--- src/rtl/custom_unit_sequencer.sv ---
// Issue-path sequencer for the multi-cycle custom units: one request at a time,
// one-cycle start pulse, done/timeout wait, and a held response.
module custom_unit_sequencer #(
    parameter int NUM_UNITS      = 4,
    parameter int OP_W           = 2,
    parameter int TIMEOUT_CYCLES = 64
) (
    input  logic                    clk_i,
    input  logic                    rst_ni,
    input  logic                    req_valid_i,
    output logic                    req_ready_o,
    input  logic [OP_W-1:0]         req_op_i,
    input  logic [31:0]             req_rs0_i,
    input  logic [31:0]             req_rs1_i,
    input  logic [31:0]             req_rd_i,
    output logic                    rsp_valid_o,
    input  logic                    rsp_ready_i,
    output logic [31:0]             rsp_result_o,
    output logic                    rsp_err_o,
    output logic [NUM_UNITS-1:0]    unit_start_o,
    output logic [31:0]             unit_rs0_o,
    output logic [31:0]             unit_rs1_o,
    output logic [31:0]             unit_rd_o,
    input  logic [NUM_UNITS-1:0]    unit_done_i,
    input  logic [NUM_UNITS*32-1:0] unit_result_i,
    output logic                    busy_o
);

    localparam int CNT_W = 10;

    typedef enum logic [1:0] {
        IDLE,
        START,
        WAIT,
        RESP
    } state_t;

    state_t            state_q, state_d;
    logic [OP_W-1:0]   op_q;
    logic [31:0]       rs0_q, rs1_q, rd_q;
    logic [31:0]       result_q, result_d;
    logic              err_q, err_d;
    logic [CNT_W-1:0]  cnt_q, cnt_d;
    logic              accept;
    logic              op_legal;
    logic              sel_done;
    logic [31:0]       sel_result;

    assign accept   = req_valid_i && (state_q == IDLE);
    assign op_legal = 32'(req_op_i) < 32'(NUM_UNITS);

    // Only the latched unit's done/result matter; other units are masked out.
    always_comb begin
        sel_done   = 1'b0;
        sel_result = '0;
        for (int u = 0; u < NUM_UNITS; u++) begin
            if (op_q == OP_W'(u)) begin
                sel_done   = unit_done_i[u];
                sel_result = unit_result_i[32*u +: 32];
            end
        end
    end

    always_comb begin
        unit_start_o = '0;
        for (int u = 0; u < NUM_UNITS; u++) begin
            unit_start_o[u] = (state_q == START) && (op_q == OP_W'(u));
        end
    end

    always_comb begin
        state_d  = state_q;
        cnt_d    = cnt_q;
        result_d = result_q;
        err_d    = err_q;
        unique case (state_q)
            IDLE: begin
                if (req_valid_i) begin
                    result_d = '0;
                    err_d    = !op_legal;
                    state_d  = op_legal ? START : RESP;
                end
            end
            START: begin
                cnt_d   = '0;
                state_d = WAIT;
            end
            WAIT: begin
                cnt_d = cnt_q + 1'b1;
                if (sel_done) begin
                    result_d = sel_result;
                    err_d    = 1'b0;
                    state_d  = RESP;
                end else if (cnt_q == CNT_W'(TIMEOUT_CYCLES - 1)) begin
                    result_d = '0;
                    err_d    = 1'b1;
                    state_d  = RESP;
                end
            end
            RESP: begin
                if (rsp_ready_i) begin
                    state_d = IDLE;
                end
            end
            default: state_d = IDLE;
        endcase
    end

    always_ff @(posedge clk_i or negedge rst_ni) begin
        if (!rst_ni) begin
            state_q  <= IDLE;
            cnt_q    <= '0;
            result_q <= '0;
            err_q    <= 1'b0;
        end else begin
            state_q  <= state_d;
            cnt_q    <= cnt_d;
            result_q <= result_d;
            err_q    <= err_d;
        end
    end

    // Operands stay put from one acceptance to the next.
    always_ff @(posedge clk_i or negedge rst_ni) begin
        if (!rst_ni) begin
            op_q  <= '0;
            rs0_q <= '0;
            rs1_q <= '0;
            rd_q  <= '0;
        end else if (accept) begin
            op_q  <= req_op_i;
            rs0_q <= req_rs0_i;
            rs1_q <= req_rs1_i;
            rd_q  <= req_rd_i;
        end
    end

    assign req_ready_o  = (state_q == IDLE);
    assign rsp_valid_o  = (state_q == RESP);
    assign busy_o       = (state_q != IDLE);
    assign rsp_result_o = result_q;
    assign rsp_err_o    = err_q;
    assign unit_rs0_o   = rs0_q;
    assign unit_rs1_o   = rs1_q;
    assign unit_rd_o    = rd_q;

endmodule

--- config.mk ---
export PLATFORM = sky130hd
export DESIGN_NAME = custom_unit_sequencer
export DESIGN_NICKNAME = d
export VERILOG_FILES = /design/src/rtl/custom_unit_sequencer.sv
export SDC_FILE = /design/constraint.sdc
export NUM_CORES = 1
export LEC_CHECK = 0
export CAP_MARGIN = 20
export CELL_PAD_IN_SITES_DETAIL_PLACEMENT = 0
export CELL_PAD_IN_SITES_GLOBAL_PLACEMENT = 1
export CORE_ASPECT_RATIO = 0.6
export CORE_MARGIN = 8
export CORE_UTILIZATION = 32
export DETAILED_ROUTE_END_ITERATION = 6
export PLACE_DENSITY = 0.85
export RECOVER_POWER = 100
export SLEW_MARGIN = 10
export SYNTH_ARGS = -nofsm -noshare
export SYNTH_HDL_FRONTEND = slang
export SYNTH_SLANG_ARGS = --single-unit
--- constraint.sdc ---
create_clock -name clk_i -period 5.2 [get_ports clk_i]
set_input_delay 0.52 -clock clk_i [delete_from_list [all_inputs] [get_ports clk_i]]
set_output_delay 0.52 -clock clk_i [all_outputs]
set_load 0.01 [all_outputs]
After elaboration in Yosys (flattened, before gate mapping)
Index checks and enable logic that the tools add are counted.
{ "totals": {"register_bits": 143, "word_cells": 53, "input_bits": 234, "out_inout_bits": 136} }
{ "op_classes": {"add_sub_neg": 1, "n_eq_ne": 10, "n_reduce_logical": 12, "muxes": 22} }
{ "op_table": {"columns": ["op", "count"], "rows": [
  ["$mux 32", 7],
  ["$pmux 32 s2", 1],
  ["$pmux 10 s2", 1],
  ["$add 10x1->10 const B", 1],
  ["$eq 10x6->1 const B", 1],
  ["$eq 2x2->1 const B", 4],
  ["$mux 2", 4],
  ["$pmux 2 s4", 1],
  ["$mux 1", 7],
  ["$reduce_and 3->1", 2],
  ["$reduce_bool 2->1", 3],
  ["$logic_and 1x1->1", 5],
  ["$eq 2x1->1 const B", 2],
  ["$logic_not 2->1", 2],
  ["$ne 3x3->1 const B", 1],
  ["$ne 2x1->1 const B", 1],
  ["$ne 2x2->1 const B", 1],
  ["$pmux 1 s2", 1]
]} }

Longest topological paths before layout
Gate-level depths: netlist of the first run.
{ "depth": {"ltp_word": 7, "depth_mapped": 8, "ltp_nobuf": 6} }

Worst setup path before layout of the first run
Ideal clock, no wire load.
{ "synth_path": {"kind": "register -> register", "start": "register state_q[0]", "end": "register rs0_q[10], in the netlist unit_rs0_o[10]", "required_time_ps": 5075, "setup_time_ps": 125, "stages_incl_launch_ff": 7, "arrival_ps": 1818, "path_buffers": 2, "slack_ps": 3257, "synth_period_minus_slack_ps": 1943, "cell_sequence": "dfrtp_1 > inv_1 > ha_1 > nand2_1 > buf_2 > buf_1 > mux2_2"} }
{ "synth_via": {"elab_chain_cells": 2} }
{ "synth_rtl": {"columns": ["element", "line_no", "source"], "rows": [
  ["start, declared", "38", "state_t state_q, state_d;"],
  ["start signal, assigned", "116", "state_q <= state_d;"],
  ["$logic_not 2->1", null, null],
  ["via req_ready_o", "11", "output logic req_ready_o,"],
  ["$logic_and 1x1->1", "49", "assign accept = req_valid_i && (state_q == IDLE);"],
  ["end signal, assigned", "132", "rs0_q <= req_rs0_i;"],
  ["end, declared", "40", "logic [31:0] rs0_q, rs1_q, rd_q;"]
]} }
The timed path passes the listed nets, and every way through them passes these cells.
A chain may end at the register's enable or synchronous reset.

Worst setup path in the final report of the first run
{ "layout_path": {"start": "register state_q[0]", "end": "register rs0_q[23], in the netlist unit_rs0_o[23]"} }
{ "layout_via": {"elab_chain_cells": 2} }
{ "layout_rtl": {"columns": ["element", "line_no"], "rows": [
  ["$logic_not 2->1", "49"],
  ["$logic_and 1x1->1", "49"]
]} }
No other way between the ends.

==> flow_metrics.tcl, run 1 <==
set metrics [dict create \
    ant_nets 0 \
    htreeDepth 4 \
    start_util 0.324 \
    cts_setup_buffers 0 \
    io_pins 370 \
    root_buffer "clkbuf_16" \
    fp.coreArea_um2 20900 \
    async_flop_share 1.00 \
    multiInputGateArea_um2 2850 \
    synth_commonest_cells "143 x dfrtp_1, 102 x mux2_2, 33 x and3_1" \
    slew_headroom -0.694 \
    internal-power_mw 4.00 \
    top_usage_layer "met2" \
    p_leak_nw 4.86 \
    r2r-start "state_q[0]$_DFFE_PN0P_" \
    clkPwrFrac 0.202 \
    antenna_found_initial 0 \
    cts_tree "yes" \
    die_width_um 204 \
    synth_most_common_cell "dfrtp_1" \
    yosysUniqueCellTypes 36 \
    critical-path-max-stage-delay_ns 1.42 \
    cp.arrival_ns 3.97 \
    p_per_area_nw_per_um2 545 \
    numCtsBuffers 17 \
    syn_area_um2 6770 \
    path_max_fanout 73 \
    cp.required_ns 5.50 \
    nFillCells 1806 \
    final-setup-viol-count 0 \
    use_met3 0.0768 \
    fin_nets 1049 \
    hpwl_mm 17.4 \
    power_frac_seq 0.318 \
    reg2reg_to "unit_rs0_o[23]$_DFFE_PN0P_" \
    fin_crit_sh 0.706 \
    clk_pin_slew_ns 0.07 \
    worst_path_max_delay_cell "clkbuf_2" \
    cts_num_sinks 143 \
    fin_tns_setup_ns 0 \
    num_antenna_cells 0 \
    die_area_um2 26200 \
    rsz0062_at_grt "false" \
    hold_path.class "flip-flop to flip-flop" \
    drc_errors 0 \
    syn_nets 685 \
    seq_area_um2 3580 \
    synth_top_cell_by_area "dfrtp_1" \
    crit_path_end_kind "flip-flop" \
    post-route-min-period_ns 3.67 \
    grt_util_met2 0.262 \
    crit_path_cell_trace "inv_1, ha_1, nand2_1, clkbuf_2, mux2_2" \
    cts_resized 0 \
    setup.worst_path.end "unit_rs0_o[23]$_DFFE_PN0P_" \
    setup_ws_ns 1.53 \
    postCtsHoldBufs 0 \
    wl_mm 22.3 \
    ys.flop_type "dfrtp_1" \
    dr.pass1.iters 4 \
    rows 41 \
    swShare 0.342 \
    die_h_um 129 \
    worst_pin_slew_ns 2.54 \
    worstSetupPathType "flip-flop to flip-flop" \
    r2r_setup_slack_ns 1.53 \
    fin_worst_skew_ns 0.0132 \
    place_ws_ns 2.16 \
    ys_ff_latch 143 \
    syn_to_final_growth_pct 64.6 \
    startpoint_type "flip-flop" \
    drv_cap 3 \
    yosys_warnings 0 \
    grt_pass1_wl_mm 33.9 \
    slew_viol_final 215 \
    grt_pass1_vias 5552 \
    avgSynthCellArea_um2 15.2 \
    synth_edf_count 0 \
    synthCells 445 \
    max_freq_mhz 272 \
    drive_gt1_frac 0.218 \
    synth_top_area_share 0.528 \
    ys_seq_area_frac 0.528 \
    violations "max-capacitance violations, max-slew violations" \
    final_hold_viol_count 0 \
    num_vias 5136 \
    grt_max_degree 100 \
    reg2reg_depth 5 \
    gr-usage-met1 0.206 \
    gr-total-overflow 0 \
    status "finished with violations" \
    ir_drop_mv 0.304 \
    wl_per_cell_um 20.2 \
    synth_area_leaders "dfrtp_1 53%, mux2_2 17%, mux4_2 11%, mux2_4 6.4%, and3_1 3.0%" \
    gp_congestion 0.774 \
    insertion_delay_ns 0.42 \
    power.net_switching_mw 2.07 \
    crit_path_start "state_q[0]$_DFFE_PN0P_" \
    grt_use_total 0.168 \
    portBuffers 369 \
    p_comb_frac 0.479 \
    first_iter_violations 211 \
    total_power_mw 6.07 \
    viasPerCell 4.66 \
    clock_path_buffers 2 \
]
==> cell type report <==
type | instances | share of cell area
timing repair buffer | 375 | 0.335
tap | 279 | 0.0313
clock inverter | 15 | 0.0154
multi-input combinational | 262 | 0.256
clock buffer | 17 | 0.0382
sequential | 143 | 0.321
inverter | 10 | 0.00337
==> worst min-delay path by stage <==
stage | start | endpoint | slack (ns) | cells past startpoint
after floorplan | rst_ni | cnt_q[0]$_DFFE_PN0P_ | 0.22 | 0
after global placement | unit_rd_o[12]$_DFFE_PN0P_ | unit_rd_o[12]$_DFFE_PN0P_ | 0.49 | 1
after detailed placement | unit_rd_o[14]$_DFFE_PN0P_ | unit_rd_o[14]$_DFFE_PN0P_ | 0.49 | 1
after CTS | rst_ni | rsp_result_o[24]$_DFFE_PN0P_ | 0.25 | 1
after global routing | rsp_result_o[23]$_DFFE_PN0P_ | rsp_result_o[23]$_DFFE_PN0P_ | 0.50 | 1
final | rsp_result_o[5]$_DFFE_PN0P_ | rsp_result_o[5]$_DFFE_PN0P_ | 0.48 | 1
==> flip-flops by register name (all words and copies together) (netlist names) <==
signal,count
cnt_q,10
op_q,2
rsp_err_o,1
rsp_result_o,32
state_q,2
unit_rd_o,32
unit_rs0_o,32
unit_rs1_o,32
==> layout by cell type (no fill, tap or decap), types with 10 or more instances in the layout <==
| master | n |
|---|---|
| mux2_1 | 28 |
| and3_1 | 33 |
| inv_1 | 10 |
| dlygate4sd3_1 | 135 |
| clkbuf_16 | 17 |
| mux2_2 | 102 |
| clkdlybuf4s50_1 | 233 |
| dfrtp_1 | 142 |
| mux4_2 | 32 |
==> metal layers <==
metal	share of wire	up-vias	wire length, um
li1	-	2372	-
met5	0	-	0
met2	0.47	168	10500
met4	0.016	0	346
met3	0.095	25	2110
met1	0.42	2571	9350
==> worst max-delay path, delay by kind of cell (launching register included) <==
family,cells,cell delay [ns]
adder cells (fa/ha/maj),1,0.25
AND/OR/NAND/NOR,1,0.84
flip-flops,1,0.38
multiplexers,1,0.44
buffers and inverters,2,1.52
==> power groups by stage <==
stage,combinational (mW),sequential [mW],clock (mW)
global route,3.13,2.01,1.31
detailed placement,3.26,1.98,0
CTS,3.28,1.97,1.27
floorplan,1.54,2.14,0
finish,2.91,1.93,1.23
global placement,3.24,1.96,0
==> logic make-up after synthesis <==
| group | after synthesis | share of synthesized area |
|---|---|---|
| mux | 169 | 0.349 |
| flops | 143 | 0.528 |
| simple gates | 68 | 0.0586 |
| buf+inv | 40 | 0.0353 |
| compound gates | 17 | 0.0150 |
| fa+ha+maj | 6 | 0.0111 |
| xor+xnor | 2 | 0.00259 |
==> stage by stage <==
step                       util  hold slack (ns)  std cells  area [um^2]
after floorplan               -            0.224        445         6770
after global placement    0.511            0.487       1069        10700
after detailed placement  0.511            0.492       1069        10700
after CTS                 0.540            0.249       1101        11300
after global routing      0.534            0.501       1101        11100
final                     0.534            0.478       1101        11100
(Power assumes the default switching activity.)
==> run 2, diff against run 1 <==
- CORE_UTILIZATION: 32 -> 30
- PLACE_DENSITY: 0.85 -> 0.81
- clock period: 5.2 -> 3.6 ns (I/O delays scaled with it)
==> run 2 against run 1 <==
Effect of this change: the flow still finishes with violations (max-capacitance violations, max-slew violations); sequential share of layout area decreased by 0.13 points; fmax increased by 38%; clock power rose by 38%; clock skew decreased by 0.0043 ns; worst setup slack worse by 0.59 ns; largest cell class unchanged; largest power group unchanged.
==> flow_metrics.tcl, run 2 (synthesized netlist as in run 1, its figures left out) <==
set metrics [dict create \
    max_freq_mhz 376 \
    ant_nets 0 \
    cts_resized 0 \
    grt_pass1_vias 5753 \
    reg2reg_to "rsp_result_o[15]$_DFFE_PN0P_" \
    r2r_setup_slack_ns 0.94 \
    fin_area_um2 11200 \
    die_area_um2 27800 \
    die_width_um 210 \
    final_hold_viol_count 0 \
    p_per_area_nw_per_um2 781 \
    numCtsBuffers 17 \
    worst_path_max_delay_cell "nand2_1" \
    crit_cells 7 \
    drive_gt1_frac 0.221 \
    root_buffer "clkbuf_16" \
    clock_path_buffers 2 \
    antenna_found_initial 0 \
    ir_drop_mv 0.460 \
    final_common_cell "clkdlybuf4s50_1" \
    dr.pass1.iters 4 \
    syn_to_final_growth_pct 65.3 \
    crit_path_start "state_q[0]$_DFFE_PN0P_" \
    slew_headroom -0.349 \
    first_iter_violations 257 \
    clk_pin_slew_ns 0.06 \
    path_max_fanout 20 \
    drv_cap 1 \
    portBuffers 369 \
    rsz0062_at_grt "false" \
    reg2reg_depth 7 \
    r2r-start "state_q[0]$_DFFE_PN0P_" \
    grt_use_total 0.167 \
    fin_nets 1054 \
    wl_per_cell_um 20.4 \
    crit_path_end_kind "flip-flop" \
    mostFrequentLayoutCells "233 x clkdlybuf4s50_1, 141 x dfrtp_1, 135 x dlygate4sd3_1, 102 x mux2_2, 33 x and3_1" \
    p_leak_nw 4.86 \
    insertion_delay_ns 0.42 \
    final-setup-viol-count 0 \
    critPathBufInv 2 \
    cts_tree "yes" \
    num_vias 5189 \
    grt_pass1_wl_mm 36.0 \
    cp.required_ns 3.89 \
    grt_max_degree 78 \
    start_util 0.306 \
    wl_mm 23.1 \
    die_h_um 132 \
    gr-usage-met1 0.208 \
    hpwl_mm 18.2 \
    worst_pin_slew_ns 2.02 \
    num_antenna_cells 0 \
    slew_viol_final 78 \
    setup.worst_path.end "rsp_result_o[15]$_DFFE_PN0P_" \
    drc_errors 0 \
    placed_cells 1103 \
    cts_num_sinks 143 \
    crit_path_cell_trace "inv_1, ha_1, nand2_1, o21ai_0, o21a_2, buf_12, mux2_1" \
    fin_tns_setup_ns 0 \
    gr-total-overflow 0 \
    critical-path-max-stage-delay_ns 0.47 \
    status "finished with violations" \
    startpoint_type "flip-flop" \
    fin_worst_skew_ns 0.00897 \
    post-route-min-period_ns 2.66 \
    fp.coreArea_um2 22100 \
    rows 42 \
    hold_path.class "flip-flop to flip-flop" \
    worstSetupPathType "flip-flop to flip-flop" \
    nFillCells 1954 \
    use_met3 0.0648 \
    fin_crit_sh 0.739 \
    htreeDepth 4 \
    io_pins 370 \
    violations "max-capacitance violations, max-slew violations" \
    total_power_mw 8.74 \
    top_usage_layer "met2" \
    timing.critical_path.max_delay_family "compound AO/OA/AOI/OAI gates" \
    viasPerCell 4.57 \
    grt_util_met2 0.273 \
    gp_congestion 0.801 \
    cts_setup_buffers 0 \
    place_area_um2 10800 \
    cp.arrival_ns 2.95 \
    finish.utilization 0.506 \
    finalNonFillerCells 1135 \
    postCtsHoldBufs 0 \
]
==> run 2: cell count changes in the layout (fill, tap and decap cells not counted), sizes merged <==
cell and change:
clkbuf +5, inv -5, buf +3, clkinvlp +2
==> run 2: worst register-to-register path: stages, from the launching register on <==
cell and delay [ns]:
dfrtp_1 0.40, inv_1 0.12, ha_1 0.22, nand2_1 0.47, o21ai_0 0.30, o21a_2 0.44
buf_12 0.24, mux2_1 0.35
==> run 2: worst min path at each step <==
| stage | cells past startpoint | slack (ns) | startpoint | end |
|---|---|---|---|---|
| floorplan | 0 | 0.06 | rst_ni | cnt_q[0]$_DFFE_PN0P_ |
| global placement | 1 | 0.45 | rst_ni | cnt_q[7]$_DFFE_PN0P_ |
| detailed placement | 1 | 0.46 | rst_ni | cnt_q[7]$_DFFE_PN0P_ |
| CTS | 1 | 0.004 | rst_ni | op_q[0]$_DFFE_PN0P_ |
| global route | 1 | 0.50 | rsp_result_o[9]$_DFFE_PN0P_ | rsp_result_o[9]$_DFFE_PN0P_ |
| finish | 1 | 0.48 | rsp_result_o[29]$_DFFE_PN0P_ | rsp_result_o[29]$_DFFE_PN0P_ |
==> run 2: per-layer routing <==
layer	wire length, um	share of wire	vias to the layer above
met1	10100	0.44	2632
met2	11100	0.48	150
met5	0	0	-
met4	223	0.0097	0
li1	-	-	2389
met3	1690	0.073	18
==> run 2: where the power goes <==
| group | switching, mW | leakage [nW] | internal (mW) |
|---|---|---|---|
| Clock | 0.708 | 0.277 | 0.991 |
| Combinational | 1.89 | 2.81 | 2.42 |
| Sequential | 0.370 | 1.77 | 2.36 |
==> run 2: final cells by class <==
| cell class | count | area, um^2 | area share |
|---|---|---|---|
| Clock buffer | 20 | 457 | 0.0408 |
| Clock inverter | 12 | 109 | 0.00972 |
| Inverter | 10 | 37.5 | 0.00335 |
| Multi-Input combinational cell | 262 | 2860 | 0.255 |
| Sequential cell | 143 | 3580 | 0.320 |
| Tap cell | 308 | 385 | 0.0344 |
| Timing Repair Buffer | 380 | 3770 | 0.337 |
==> run 2: metrics by stage <==
stage                     hold slack [ns]  worst slack (ns)
final                               0.479             0.940
after detailed placement            0.462             0.971
after floorplan                    0.0644              1.66
after CTS                         0.00435             0.952
after global routing                0.501             0.644
after global placement              0.454             0.992
==> run 3, diff against run 2 <==
- CORE_UTILIZATION: 30 -> 27
- PLACE_DENSITY: 0.81 -> 0.77
- clock period: 3.6 -> 2.2 ns (I/O delays scaled with it)
==> run 3 against run 2 <==
Effect of this change: the flow now finishes without violations; design area is 2.0% higher; critical path type is now flip-flop to primary output; worst setup slack worse by 0.82 ns; register-to-register slack worse by 0.80 ns; sequential cell count did not move; total power grew 70%; clock-buffer cell count decreased by 2.
==> flow_metrics.tcl, run 3 (synthesized netlist as in run 1, its figures left out) <==
set metrics [dict create \
    io_pins 370 \
    portBuffers 369 \
    num_vias 5172 \
    critical-path-max-stage-delay_ns 0.55 \
    finalNonFillerCells 1158 \
    first_iter_violations 166 \
    die_width_um 220 \
    dr.pass1.iters 4 \
    cp.required_ns 1.98 \
    final_common_cell "clkdlybuf4s50_1" \
    final-setup-viol-count 0 \
    drv_cap 0 \
    clk_pin_slew_ns 0.06 \
    start_util 0.272 \
    grt_max_degree 99 \
    syn_to_final_growth_pct 68.6 \
    placed_cells 1124 \
    crit_path_end_kind "primary output" \
    die_area_um2 30600 \
    nFillCells 2270 \
    cts_tree "yes" \
    grt_util_met2 0.236 \
    rows 45 \
    wl_mm 23.3 \
    worstHoldStart "req_rd_i[11]" \
    gr-usage-met1 0.196 \
    root_buffer "clkbuf_16" \
    cts_setup_buffers 0 \
    status "completed" \
    gr-total-overflow 0 \
    crit_path_start "state_q[1]$_DFFE_PN0P_" \
    die_h_um 139 \
    grt_pass1_wl_mm 35.8 \
    worstSetupPathType "flip-flop to primary output" \
    p_leak_nw 4.92 \
    cp.arrival_ns 1.86 \
    top_usage_layer "met2" \
    timing.critical_path.max_delay_family "buffers and inverters" \
    finish.utilization 0.458 \
    use_met3 0.0588 \
    num_antenna_cells 0 \
    worst_path_max_delay_cell "clkdlybuf4s50_1" \
    max_freq_mhz 480 \
    cts_num_sinks 143 \
    fin_tns_setup_ns 0 \
    wl_per_cell_um 20.1 \
    fin_nets 1056 \
    multiInputGateArea_um2 2930 \
    rsz0062_at_grt "false" \
    final_hold_viol_count 0 \
    slew_viol_final 0 \
    seq_area_um2 3580 \
    ant_nets 0 \
    antenna_found_initial 0 \
    clock_path_buffers 2 \
    grt_use_total 0.153 \
    path_max_fanout 4 \
    place_ws_ns 0.0811 \
    drc_errors 0 \
    hpwl_mm 18.1 \
    viasPerCell 4.47 \
    startpoint_type "flip-flop" \
    ir_drop_mv 0.580 \
    critPathBufInv 2 \
    gp_congestion 0.836 \
    setup_ws_ns 0.116 \
    fin_crit_sh 0.947 \
    insertion_delay_ns 0.42 \
    fin_worst_skew_ns 0.0102 \
    slew_headroom 0.207 \
    fp.coreArea_um2 24900 \
    r2r-start "state_q[0]$_DFFE_PN0P_" \
    hold_path.class "input port to flip-flop" \
    post-route-min-period_ns 2.08 \
    worst_pin_slew_ns 1.19 \
    p_per_area_nw_per_um2 1300 \
    htreeDepth 4 \
    grt_pass1_vias 5719 \
    mostFrequentLayoutCells "236 x clkdlybuf4s50_1, 141 x dfrtp_1, 131 x dlygate4sd3_1, 102 x mux2_2, 33 x and3_1" \
    numCtsBuffers 17 \
    crit_path_cell_trace "inv_1, ha_2, and3_1, clkdlybuf4s50_1" \
    holdWs_ns 0.406 \
    drive_gt1_frac 0.245 \
]
## run 3: layer usage
metal | wire length [um] | up-vias | share of wire
met5 | 0 | - | 0
met4 | 234 | 0 | 0.010
met3 | 1930 | 15 | 0.083
met2 | 10800 | 149 | 0.47
met1 | 10300 | 2611 | 0.44
li1 | - | 2397 | -
## run 3: timing repair
item | CTS | global route
hold endpoints to repair | 39 | 0
pin swaps | 0 | 1
gates cloned | 0 | 1
resized for setup | 1 | 3
endpoints found under the setup margin | 1 | 34
hold buffers | 1 | 0
## run 3: where the power goes
| part | switching (mW) | internal, mW | total [mW] | leakage, nW |
|---|---|---|---|---|
| Combinational | 3.16 | 4.18 | 7.34 | 2.86 |
| Clock | 1.20 | 1.83 | 3.03 | 0.294 |
| Sequential | 0.630 | 3.87 | 4.50 | 1.77 |
| Total | 4.99 | 9.88 | 14.9 | 4.92 |
## run 3: path summary, 6_finish.rpt
path	endpoint	slack, ns	depth (start not counted)
worst max-delay path	unit_start_o[3]	0.12	4
worst min-delay path	unit_rd_o[11]$_DFFE_PN0P_	0.41	2
worst max register to register	unit_rs0_o[13]$_DFFE_PN0P_	0.14	5
worst min register to register	rsp_result_o[6]$_DFFE_PN0P_	0.48	1
max in group asynchronous	rsp_result_o[16]$_DFFE_PN0P_	0.48	3
min in group asynchronous	rsp_result_o[24]$_DFFE_PN0P_	0.61	2
## run 3: worst register-to-register path, stage by stage, from the launching register on
cell and delay, ns:
dfrtp_1 0.37, inv_1 0.10, ha_1 0.28, nand2_4 0.09
buf_8 0.49, mux2_2 0.60
## run 3: final cells by class
type,count,area share
clock buffers,18,0.0384
well taps,329,0.0360
flip-flops and latches,143,0.314
multi-input cells,262,0.256
clock inverters,14,0.0157
repair buffers,382,0.337
inverters,10,0.00329
## run 3: metrics by stage
stage	instance area [um^2]	power, mW
after CTS	11500	15.8
after floorplan	6770	8.71
final	11400	14.9
after global routing	11400	15.8
after global placement	10900	12.5
after detailed placement	10900	12.6
